<file path="src/rtl/emu_ctrl_pkg.sv">
// Shared types and default widths for the emulator control block.
// Mode encoding matches the host control word written by sim_ctrl_gen/VIO.
package emu_ctrl_pkg;

    localparam int DEF_DT_WIDTH   = 32;
    localparam int DEF_TIME_WIDTH = 64;
    localparam int DEF_DEC_WIDTH  = 24;

    // Largest stall request at the default timestep width.
    localparam logic [DEF_DT_WIDTH-1:0] DT_MAX = '1;

    typedef enum logic [1:0] {
        MODE_RUN  = 2'd0,
        MODE_STOP = 2'd1,
        MODE_ABS  = 2'd2,
        MODE_REL  = 2'd3
    } emu_ctrl_mode_t;

    function automatic logic is_target_mode(input emu_ctrl_mode_t mode);
        return (mode == MODE_ABS) || (mode == MODE_REL);
    endfunction

endpackage

</file>
<file path="src/rtl/emu_dec_counter.sv">
// Trace decimation counter: strobes once every emu_dec_thr+1 cycles.
// Built only when EMU_DEC_EN is defined; otherwise the strobe is tied high.
module emu_dec_counter
    import emu_ctrl_pkg::*;
#(
    parameter int DEC_WIDTH = DEF_DEC_WIDTH
) (
    input  logic                 emu_clk,
    input  logic                 emu_rst,
    input  logic [DEC_WIDTH-1:0] emu_dec_thr,
    output logic                 emu_dec_cmp
);

`ifdef EMU_DEC_EN
    logic [DEC_WIDTH-1:0] dec_cnt;
    logic                 dec_hit;

    // Greater-or-equal so that a threshold lowered under the running count fires at once.
    always_comb begin
        dec_hit = (dec_cnt >= emu_dec_thr);
    end

    always_ff @(posedge emu_clk or posedge emu_rst) begin
        if (emu_rst) begin
            dec_cnt <= '0;
        end else if (dec_hit) begin
            dec_cnt <= '0;
        end else begin
            dec_cnt <= dec_cnt + DEC_WIDTH'(1);
        end
    end

    assign emu_dec_cmp = dec_hit;
`else
    logic unused_dec_inputs;

    assign unused_dec_inputs = ^{emu_clk, emu_rst, emu_dec_thr};
    assign emu_dec_cmp       = 1'b1;
`endif

endmodule

</file>
<file path="src/rtl/emu_clk_ctrl.sv">
// Emulation control: host mode/data to stall timestep, trace decimation strobe,
// and default-oscillator gate enable. Decimation counter depends on EMU_DEC_EN.
module emu_clk_ctrl
    import emu_ctrl_pkg::*;
#(
    parameter int DT_WIDTH   = DEF_DT_WIDTH,
    parameter int TIME_WIDTH = DEF_TIME_WIDTH,
    parameter int DEC_WIDTH  = DEF_DEC_WIDTH
) (
    input  logic                  emu_clk,
    input  logic                  emu_rst,
    input  logic [1:0]            emu_ctrl_mode,
    input  logic [TIME_WIDTH-1:0] emu_ctrl_data,
    input  logic [TIME_WIDTH-1:0] emu_time,
    input  logic [DEC_WIDTH-1:0]  emu_dec_thr,
    input  logic                  clk_val_default_osc,
    output logic [DT_WIDTH-1:0]   dt_req_stall,
    output logic                  emu_dec_cmp,
    output logic                  clk_default_osc_en
);

    localparam logic [DT_WIDTH-1:0] DT_SAT = '1;

    emu_ctrl_mode_t        mode_q;
    emu_ctrl_mode_t        mode_prev_q;
    logic [TIME_WIDTH-1:0] data_q;
    logic [TIME_WIDTH-1:0] data_prev_q;
    logic [TIME_WIDTH-1:0] target_q;
    logic [TIME_WIDTH-1:0] rel_target;
    logic [TIME_WIDTH-1:0] active_target;
    logic [TIME_WIDTH-1:0] time_left;
    logic                  rel_load;
    logic                  osc_en_q;

    // The previous-cycle copies let us spot REL entry and data edits while in REL.
    always_ff @(posedge emu_clk or posedge emu_rst) begin
        if (emu_rst) begin
            mode_q      <= MODE_RUN;
            mode_prev_q <= MODE_RUN;
            data_q      <= '0;
            data_prev_q <= '0;
        end else begin
            mode_q      <= emu_ctrl_mode_t'(emu_ctrl_mode);
            mode_prev_q <= mode_q;
            data_q      <= emu_ctrl_data;
            data_prev_q <= data_q;
        end
    end

    always_comb begin
        rel_target = emu_time + data_q;
        rel_load   = (mode_q == MODE_REL) &&
                     ((mode_prev_q != MODE_REL) || (data_q != data_prev_q));
    end

    always_ff @(posedge emu_clk or posedge emu_rst) begin
        if (emu_rst) begin
            target_q <= '0;
        end else if (rel_load) begin
            target_q <= rel_target;
        end
    end

    // During the REL load cycle the fresh sum is used so the stall is never stale.
    always_comb begin
        dt_req_stall  = DT_SAT;
        active_target = data_q;
        time_left     = '0;
        unique case (mode_q)
            MODE_RUN:  active_target = data_q;
            MODE_STOP: active_target = data_q;
            MODE_ABS:  active_target = data_q;
            MODE_REL:  active_target = rel_load ? rel_target : target_q;
            default:   active_target = data_q;
        endcase
        if (mode_q == MODE_STOP) begin
            dt_req_stall = '0;
        end else if (is_target_mode(mode_q)) begin
            if (emu_time >= active_target) begin
                dt_req_stall = '0;
            end else begin
                time_left = active_target - emu_time;
                if (|time_left[TIME_WIDTH-1:DT_WIDTH]) begin
                    dt_req_stall = DT_SAT;
                end else begin
                    dt_req_stall = time_left[DT_WIDTH-1:0];
                end
            end
        end
    end

    always_ff @(posedge emu_clk or posedge emu_rst) begin
        if (emu_rst) begin
            osc_en_q <= 1'b0;
        end else begin
            osc_en_q <= clk_val_default_osc;
        end
    end

    assign clk_default_osc_en = osc_en_q;

    emu_dec_counter #(
        .DEC_WIDTH(DEC_WIDTH)
    ) u_dec_counter (
        .emu_clk     (emu_clk),
        .emu_rst     (emu_rst),
        .emu_dec_thr (emu_dec_thr),
        .emu_dec_cmp (emu_dec_cmp)
    );

endmodule

</file>
<file path="config.mk">
export PLATFORM = sky130hd
export DESIGN_NAME = emu_clk_ctrl
export DESIGN_NICKNAME = d
export VERILOG_FILES = /design/src/rtl/emu_ctrl_pkg.sv /design/src/rtl/emu_dec_counter.sv /design/src/rtl/emu_clk_ctrl.sv
export SDC_FILE = /design/constraint.sdc
export NUM_CORES = 1
export LEC_CHECK = 0
export BUFFER_PORTS_ARGS = -buffer_cell sky130_fd_sc_hd__buf_2
export CAP_MARGIN = 0
export CORE_AREA = 2 2 222 170
export CTS_CLUSTER_SIZE = 40
export DETAILED_ROUTE_END_ITERATION = 6
export DIE_AREA = 0 0 224 172
export GPL_TIMING_DRIVEN = 0
export PLACE_DENSITY = 0.7
export SYNTH_ARGS = -nofsm -noshare
export SYNTH_HDL_FRONTEND = slang
export SYNTH_SLANG_ARGS = --single-unit
</file>
<file path="constraint.sdc">
create_clock -name emu_clk -period 7 [get_ports emu_clk]
set_clock_uncertainty 0.2 [all_clocks]
set_input_delay 0.35 -clock emu_clk [delete_from_list [all_inputs] [get_ports emu_clk]]
set_output_delay 0.35 -clock emu_clk [all_outputs]
set_load 0.03 [all_outputs]
</file>
Yosys cells after proc, flatten, opt, wreduce, memory -nomap -nowiden. Cells that the tools add are included.

Output and inout port bits: 34. Input bits: 157. Register bits: 197.

Reduce and logical (&&, ||, !) cells: 6. Order comparisons: 1. $add $sub $neg: 2. Equal/unequal tests: 5. Mux-type cells: 6.

Operator list (count): $mux 32 (4); $pmux 64 s2 (1); $add 64x64->64 (1); $ge 64x64->1 (1); $mux 64 (1); $ne 64x64->1 (1); $sub 64x64->64 (1); $reduce_or 32->1 (1); $eq 2x2->1 const B (2); $reduce_or 3->1 (1); $eq 2x1->1 const B (1); $logic_not 2->1 (1); $logic_or 1x1->1 (2); $ne 2x2->1 const B (1); $logic_and 1x1->1 (1).

Logic depth before layout (Yosys ltp). Gate-level depths: netlist of the first run.

Word-level depth: 11. Mapped depth: 30. Mapped depth without buffers: 28.

Hierarchy. From an unflattened synthesis of the first run, not the netlist that was laid out.

Cell total of the unflattened synthesis: 1845. Area total of the unflattened synthesis: 15808.9 um^2.

By module, submodules not included: emu_clk_ctrl (instances 1, cells an instance 1843, area an instance 15797.7 um^2); emu_dec_counter (instances 1, cells an instance 2, area an instance 11.3 um^2).

Worst setup path after synthesis of the first run. Ideal clock, no wire load.

Kind: register to output. Start: register data_q[0]. End: output dt_req_stall[30]. Path buffers: 2. Slack: 0.147 ns. Data arrival time: 6.303 ns. Data required time: 6.450 ns. Stages on the path, launching flop included: 29. Path through: dfrtp_1 > ha_1 > inv_1 > fa_1 > nor2b_1 > o2111ai_1 > nand2_1 > a31oi_1 > o21ai_0 > a31o_2 > a21oi_1 > or3_1 > o41ai_1 > xor2_1 > mux2_2 > mux2_2 > ha_1 > buf_2 > nand4_1 > or3_1 > a2111oi_2 > nor3_2 > o21ai_0 > o2111ai_1 > a2111oi_4 > nand4_2 > nor4_4 > buf_6 > a21oi_2.

Longest elaborated chain between the ends: 11. Elaborated cells on any way between the ends: 13.

Ends and longest elaborated chain: start: declaration (RTL line emu_clk_ctrl.sv:26) `logic [TIME_WIDTH-1:0] data_q;`; start signal: assignment (RTL line emu_clk_ctrl.sv:45) `data_q <= emu_ctrl_data;`; parallel branches: the longest is 4 deep, another holds $add 64x64->64; $pmux 64 s2 * (RTL line emu_clk_ctrl.sv:69) `unique case (mode_q)`; $sub 64x64->64 (RTL line emu_clk_ctrl.sv:82) `time_left = active_target - emu_time;`; $reduce_or 32->1 (RTL line emu_clk_ctrl.sv:83) `if (|time_left[TIME_WIDTH-1:DT_WIDTH]) begin`; $mux 32 (RTL line emu_clk_ctrl.sv:83); $mux 32 * (RTL line emu_clk_ctrl.sv:79) `if (emu_time >= active_target) begin`; $mux 32 * (RTL line emu_clk_ctrl.sv:78) `end else if (is_target_mode(mode_q)) begin`; $mux 32 * (RTL line emu_clk_ctrl.sv:76) `if (mode_q == MODE_STOP) begin`; end: declaration (RTL line emu_clk_ctrl.sv:17) `output logic [DT_WIDTH-1:0] dt_req_stall,`.

Mark *: on every way between the ends.

Final worst setup path of the first run.
Start: register data_q[13]. End: output dt_req_stall[15].

The elaborated chain is that of the path after synthesis.

==> reports/metrics.yaml, run 1 <==
grt:
  grt_overflow: 0
  grt.met3_usage: 0.0940
  antenna_found_initial: 1
  met1_usage: 0.439
  track_usage: 0.306
  met2_usage: 0.433
  grt_pass1_wl_mm: 88.2
  grt_busiest_layer: "met1"
  grt_pass1_vias: 14900
  grt_max_degree: 114
yosys:
  synth_area_um2: 15800
  yosysSeqAreaShare: 0.312
  synthDistinctLibCells: 89
  synth-seq-cells: 197
  synth_area_leaders: "dfrtp_1 31%, ha_1 10%, nand2_1 6.1%, a21oi_1 5.2%, xor2_1 5.1%"
  yosysWarnings: 0
  async_reset_ff_frac: 1.00
  syn_area_per_cell_um2: 8.57
  synth_edf_count: 0
  synthFlopType: "dfrtp_1"
  syn_nets: 2131
  yosysTopAreaCell: "dfrtp_1"
  yosysTopAreaCellShare: 0.312
  synth_cells: 1845
final_layout:
  areaGrowthSynthToFinish_pct: 33.9
  final_cells: 2661
  fillerInstances: 3198
  nets: 2461
  drive_gt1_frac: 0.305
drt:
  drt-pass1-iter-count: 7
  vias: 15900
  drtIter0Drc: 1621
  vias_per_cell: 5.96
  wl_per_cell_um: 22.7
  drt-total-wl_mm: 60.3
  drtAntennaViolNets: 0
  drc_errors: 0
setup_path:
  crit_type: "flop to primary output"
  slowest_stage: "clkbuf_2"
  worst_path_largest_cell_delay_ns: 0.54
  crit_path_end_kind: "primary output"
  worstReg2RegEnd: "target_q[59]"
  crit_fanout: 10
  crit_arrival_ns: 7.21
  r2r-start: "data_q[13]"
  ff2ff_path_depth: 13
  worstPathRequired_ns: 6.45
  critPathLaunchType: "flop"
  r2r_slack_ns: 3.08
  crit_top_cell: "nor2_1"
power_and_ir_drop:
  ir_drop_uv: 182
  swShare: 0.412
  p_seq_frac: 0.303
  net-switching-power_mw: 1.85
  p_per_area_nw_per_um2: 212
  finalPower_mw: 4.49
  comb_power_share: 0.452
  p_leak_nw: 9.25
  p_clk_frac: 0.245
  power.internal_mw: 2.64
timing:
  fin_crit_sh: 1.11
  final-hold-violation-count: 0
  slew_headroom: 0.359
  layout_setup_ws_ns: -0.759
  setup_viol_count_final: 32
  tightest_slew_ns: 0.961
  slew_viol_final: 0
  rsz0062_at_grt: "yes"
  finalSetupTns_ns: -21.95
  fin_crit_ns: 7.76
  clock.fmax_ghz: 0.129
clock_network:
  cts_made_buffers: 17
  cts.clk_slew.worst_paths_ns: 0.09
  clockBufferDepth: 2
  cts.sinks: 197
  htreeDepth: 4
  cts_tree: "done"
  clock_latency_ns: 0.49
  root_buffer: "clkbuf_16"
run_status:
  violations: "negative setup slack"
  status: "complete, but fails checks"
place:
  gp_congestion: 0.984
  portBuffers: 165
  hpwl_mm: 44.9
  place_ws_ns: -2.42
  dpl.cell_count: 2483
floorplanning:
  dieArea_um2: 38500
  io_pins: 191
  fp.coreArea_um2: 36400
  fp.dieH_um: 172
  die_width_um: 224
  rows: 61
  initial_utilization: 0.434
worst_hold_path:
  hold_start: "emu_time[0]"
  hold_depth: 3
  min_to: "target_q[0]"
  hp-class: "input port to flop"
flow_run:
  cap_violations: 0
==> synthesized netlist by cell type (37+ instances only) <==
| cell type | number |
|---|---|
| ha_1 | 127 |
| o21ai_0 | 80 |
| nor2_1 | 93 |
| clkbuf_1 | 44 |
| mux2_2 | 65 |
| a21o_1 | 54 |
| xor2_1 | 92 |
| inv_1 | 107 |
| xnor2_1 | 73 |
| nand2_1 | 256 |
| dfrtp_1 | 197 |
| a21oi_2 | 37 |
| a21oi_1 | 165 |
| nand4_1 | 46 |
==> how the worst max path moves through the flow <==
stage | end | slack [ns] | depth (start not counted) | startpoint
2_1_floorplan | dt_req_stall[30] | 0.15 | 28 | data_q[0]
3_3_place_gp | dt_req_stall[30] | -2.55 | 26 | data_q[7]
3_5_place_dp | dt_req_stall[30] | -2.42 | 26 | data_q[7]
4_1_cts | dt_req_stall[7] | -0.64 | 33 | data_q[7]
5_1_grt | dt_req_stall[15] | -0.87 | 32 | data_q[12]
6_report | dt_req_stall[15] | -0.76 | 27 | data_q[13]
==> metal layers <==
| metal | wire, µm | share of wire |
|---|---|---|
| met1 | 27100 | 0.45 |
| met5 | 0 | 0 |
| met4 | 2040 | 0.034 |
| met2 | 24700 | 0.41 |
| met3 | 6410 | 0.11 |
==> cell usage in the layout (no fill, tap or decap), types with 15 or more instances in the layout <==
| master | count |
|---|---|
| nand2_1 | 246 |
| dfrtp_1 | 173 |
| buf_2 | 145 |
| a21oi_1 | 135 |
| inv_1 | 106 |
| xor2_1 | 91 |
| nor2_1 | 89 |
| buf_4 | 84 |
| ha_1 | 78 |
| xnor2_1 | 72 |
| dlygate4sd3_1 | 68 |
| o21ai_0 | 66 |
| mux2_2 | 63 |
| a21o_1 | 54 |
| nand4_1 | 46 |
| buf_6 | 40 |
| a21oi_2 | 38 |
| ha_4 | 34 |
| a21oi_4 | 31 |
| nand3_1 | 29 |
| o21a_1 | 25 |
| dfrtp_2 | 24 |
| clkbuf_1 | 22 |
| nor3_1 | 22 |
| nand2b_1 | 21 |
| nor2b_1 | 19 |
| clkbuf_16 | 18 |
| o21ai_1 | 18 |
| o21bai_1 | 18 |
| a31oi_1 | 18 |
| o211ai_1 | 16 |
| ha_2 | 15 |
==> registers in the layout (all words and copies together), names as in the netlist <==
signal / count
clk_default_osc_en: 1
data_prev_q: 64
data_q: 64
mode_prev_q: 2
mode_q: 2
target_q: 64
==> logic make-up (layout without fill, tap and decap cells) <==
logic type | after synthesis | in the layout | synth area share
multiplexers | 68 | 68 | 0.0482
AND/OR/NAND/NOR | 571 | 571 | 0.173
AO/OA/AOI/OAI | 533 | 533 | 0.225
XOR/XNOR | 165 | 165 | 0.0914
adder cells (fa/ha/maj) | 129 | 129 | 0.103
buffers and inverters | 181 | 524 | 0.0468
other | 1 | 2 | 0.000237
flip-flops | 197 | 197 | 0.312
==> through the flow <==
| stage | util | hold WS [ns] | instance area [µm²] |
|---|---|---|---|
| 4_1_cts | 0.561 | 0.0837 | 20400 |
| 2_1_floorplan | - | 0.178 | 15800 |
| 3_3_place_gp | 0.473 | 0.215 | 17200 |
| 6_report | 0.581 | 0.132 | 21200 |
| 3_5_place_dp | 0.474 | 0.222 | 17300 |
| 5_1_grt | 0.581 | 0.144 | 21200 |
==> what timing repair did <==
action,4_1_cts,5_1_grt
endpoints found under the setup margin,32,32
cloned,3,0
hold buffers,68,0
resized for setup,284,127
hold endpoints to repair,151,0
pin swaps,83,46
setup buffers,65,27
==> power groups by stage <==
stage          Clock, mW  Sequential [mW]  Combinational [mW]
6_report            1.10             1.36                2.03
5_1_grt             1.16             1.37                2.17
4_1_cts             1.11             1.36                1.84
3_5_place_dp           0             1.38                1.60
3_3_place_gp           0             1.37                1.58
2_1_floorplan          0             1.35                1.18
==> final cells by class <==
cell class	instances	area, µm²	share of cell area
repair buffers	325	2490	0.118
inverters	109	418	0.0197
well taps	472	591	0.0279
flip-flops and latches	197	4960	0.234
multi-input cells	1467	11700	0.552
clock buffers	17	425	0.0201
clock inverters	15	221	0.0105
diodes	1	2.50	0.000118
plain buffers	58	379	0.0179
==> critical path, delay by kind of cell (launching register included) <==
kind,cells,cell delay (ns)
and+or+nand+nor,11,2.19
xor gates and xnor gates,1,0.11
adders and majority gates,2,0.62
muxes,2,0.58
AOI/OAI and AO/OA,6,1.49
DFF,1,0.46
buffers and inverters,5,1.26
Note: power is estimated with default switching activity, not from simulation.
==> inputs of run 2 (changes only) <==
--- a/config.mk
+++ b/config.mk
@@ -8,11 +8,13 @@
 export BUFFER_PORTS_ARGS = -buffer_cell sky130_fd_sc_hd__buf_2
 export CAP_MARGIN = 0
 export CORE_AREA = 2 2 222 170
+export CTS_BUF_LIST = sky130_fd_sc_hd__clkbuf_16
 export CTS_CLUSTER_SIZE = 40
 export DETAILED_ROUTE_END_ITERATION = 6
 export DIE_AREA = 0 0 224 172
 export GPL_TIMING_DRIVEN = 0
 export PLACE_DENSITY = 0.7
+export SKIP_LAST_GASP = 1
 export SYNTH_ARGS = -nofsm -noshare
 export SYNTH_HDL_FRONTEND = slang
 export SYNTH_SLANG_ARGS = --single-unit
==> reports/metrics.yaml, run 2 (synthesized netlist as in run 1, its figures left out) <==
final_layout:
  final_core_util: 0.581  # about the same
  final_cell_mix: "246 x nand2_1, 173 x dfrtp_1, 145 x buf_2"  # unchanged
  nets: 2461  # unchanged
  reg_top3: "data_prev_q x64, data_q x64, target_q x64"  # unchanged
  final_common_cell: "nand2_1"  # unchanged
  areaGrowthSynthToFinish_pct: 33.9  # about the same
  drive_gt1_frac: 0.305  # unchanged
setup_path:
  crit_arrival_ns: 7.20  # was 7.21 ns
  path_buf_inv: 5  # unchanged
  r2r_slack_ns: 3.08  # about the same
  worstPathRequired_ns: 6.45  # about the same
  worst_path_largest_cell_delay_ns: 0.49  # was 0.54 ns
  crit_path_end_kind: "primary output"  # unchanged
  slowest_stage: "clkbuf_2"  # unchanged
  critPathLaunchType: "flop"  # unchanged
  crit_top_cell: "nor2_1"  # unchanged
  path_delay_family: "simple AND/OR/NAND/NOR gates"  # unchanged
  crit_fanout: 10  # unchanged
  crit_type: "flop to primary output"  # unchanged
drt:
  maxUsedRoutingLayer: "met4"  # unchanged
  wl_met2_mm: 24.8  # was 24.7 mm
  vias: 15800  # was 15.9k
  vias_per_cell: 5.95  # was 5.96
  drt-pass1-iter-count: 5  # was 7
  wl_met3_mm: 6.54  # was 6.41 mm
  drc_errors: 0  # unchanged
  drtIter0Drc: 1597  # was 1,621
  drtAntennaViolNets: 0  # unchanged
  drt-total-wl_mm: 60.3  # about the same
  wl_met1_mm: 27.0  # was 27.1 mm
  wl_per_cell_um: 22.7  # about the same
grt:
  grt_overflow: 0  # unchanged
  track_usage: 0.306  # unchanged
  antenna_found_initial: 1  # unchanged
  grt_max_degree: 114  # unchanged
  grt_pass1_vias: 14900  # unchanged
  grt_pass1_wl_mm: 88.2  # unchanged
floorplanning:
  die_width_um: 224  # unchanged
  fp.dieH_um: 172  # unchanged
  dieArea_um2: 38500  # unchanged
  io_pins: 191  # unchanged
  rows: 61  # unchanged
  initial_utilization: 0.434  # unchanged
  fp.coreArea_um2: 36400  # unchanged
worst_hold_path:
  hp-class: "input port to flop"  # unchanged
power_and_ir_drop:
  p_leak_nw: 9.25  # about the same
  finalPower_mw: 4.49  # about the same
  ir_drop_uv: 179  # was 182 µV
  p_per_area_nw_per_um2: 212  # about the same
timing:
  setup_viol_count_final: 32  # unchanged
  fin_crit_ns: 7.75  # was 7.76 ns
  rsz0062_at_grt: "yes"  # unchanged
  fin_crit_sh: 1.11  # about the same
  layout_setup_ws_ns: -0.755  # was -0.759 ns
  finalSetupTns_ns: -22.13  # was -21.95 ns
  whs_ns: 0.137  # was 0.132 ns
  final-hold-violation-count: 0  # unchanged
  slew_viol_final: 0  # unchanged
  clock.fmax_ghz: 0.129  # about the same
  slew_headroom: 0.360  # was 0.359
  tightest_slew_ns: 0.960  # was 0.961 ns
flow_run:
  cap_violations: 0  # unchanged
clock_network:
  cts_made_buffers: 17  # unchanged
  clockBufferDepth: 2  # unchanged
  clock_latency_ns: 0.49  # about the same
  cts.sinks: 197  # unchanged
  root_buffer: "clkbuf_16"  # unchanged
  htreeDepth: 4  # unchanged
  cts.clk_slew.worst_paths_ns: 0.09  # about the same
  cts_tree: "done"  # unchanged
place:
  gp_congestion: 0.984  # unchanged
  portBuffers: 165  # unchanged
  hpwl_mm: 44.9  # unchanged
run_status:
  violations: "negative setup slack"  # unchanged
  status: "complete, but fails checks"  # unchanged
==> run 2: cell types whose count changed in the layout (fill, tap and decap cells not counted) <==
cell      previous run  this run
clkbuf_2             3         4
clkbuf_4             6         5
==> run 2: cell type report <==
cell class | count | area (µm²)
fillers | 3199 | 15200
multi-input cells | 1467 | 11700
flip-flops and latches | 197 | 4960
repair buffers | 325 | 2490
well taps | 472 | 591
clock buffers | 17 | 425
inverters | 109 | 418
plain buffers | 58 | 377
clock inverters | 15 | 221
diodes | 1 | 2.50
==> run 2: through the flow <==
stage | instance area (µm²) | worst slack [ns] | instances
after floorplan | 15800 | 0.147 | 1845
after detailed placement | 17300 | -2.42 | 2483
after global routing | 21200 | -0.869 | 2661
after CTS | 20400 | -0.641 | 2639
final | 21200 | -0.755 | 2661
after global placement | 17200 | -2.55 | 2482
==> run 2: final timing paths <==
check | from | end | cells after the start
setup / recovery | data_q[13] | dt_req_stall[29] | 27
hold / removal | emu_time[0] | target_q[0] | 3
setup reg to reg | data_q[13] | target_q[59] | 13
hold reg to reg | mode_q[0] | mode_prev_q[0] | 0
max in group asynchronous | emu_rst | data_q[2] | 4
min in group asynchronous | emu_rst | data_q[48] | 3
==> run 2: worst reg2reg max path: stages (launching register included) <==
cell and delay [ns]:
dfrtp_2 0.46, ha_4 0.35, and3_4 0.21, nand2_1 0.10
or3_4 0.44, nor3_4 0.29, nor3_2 0.08, a211oi_2 0.35
a41oi_2 0.20, buf_4 0.21, buf_4 0.14, o41ai_4 0.37
xor2_1 0.11, mux2_2 0.29
==> run 2: what timing repair did <==
action	4_1_cts	5_1_grt
pin swaps	83	46
hold buffers	68	0
setup buffers	65	27
gates cloned	3	0
endpoints found under the setup margin	32	32
gates resized for setup	284	125
hold endpoints to repair	151	0
==> run 2: power by group <==
group	total (mW)	switching (mW)	internal (mW)
combinational	2.03	1.20	0.827
clock	1.10	0.568	0.528
sequential	1.36	0.0763	1.28
==> run 2: metal layers <==
layer | track usage | vias to the layer above
met2 | 0.433 | 816
li1 | - | 7233
met4 | 0.103 | 0
met1 | 0.439 | 7677
met5 | 0 | -
met3 | 0.0940 | 109
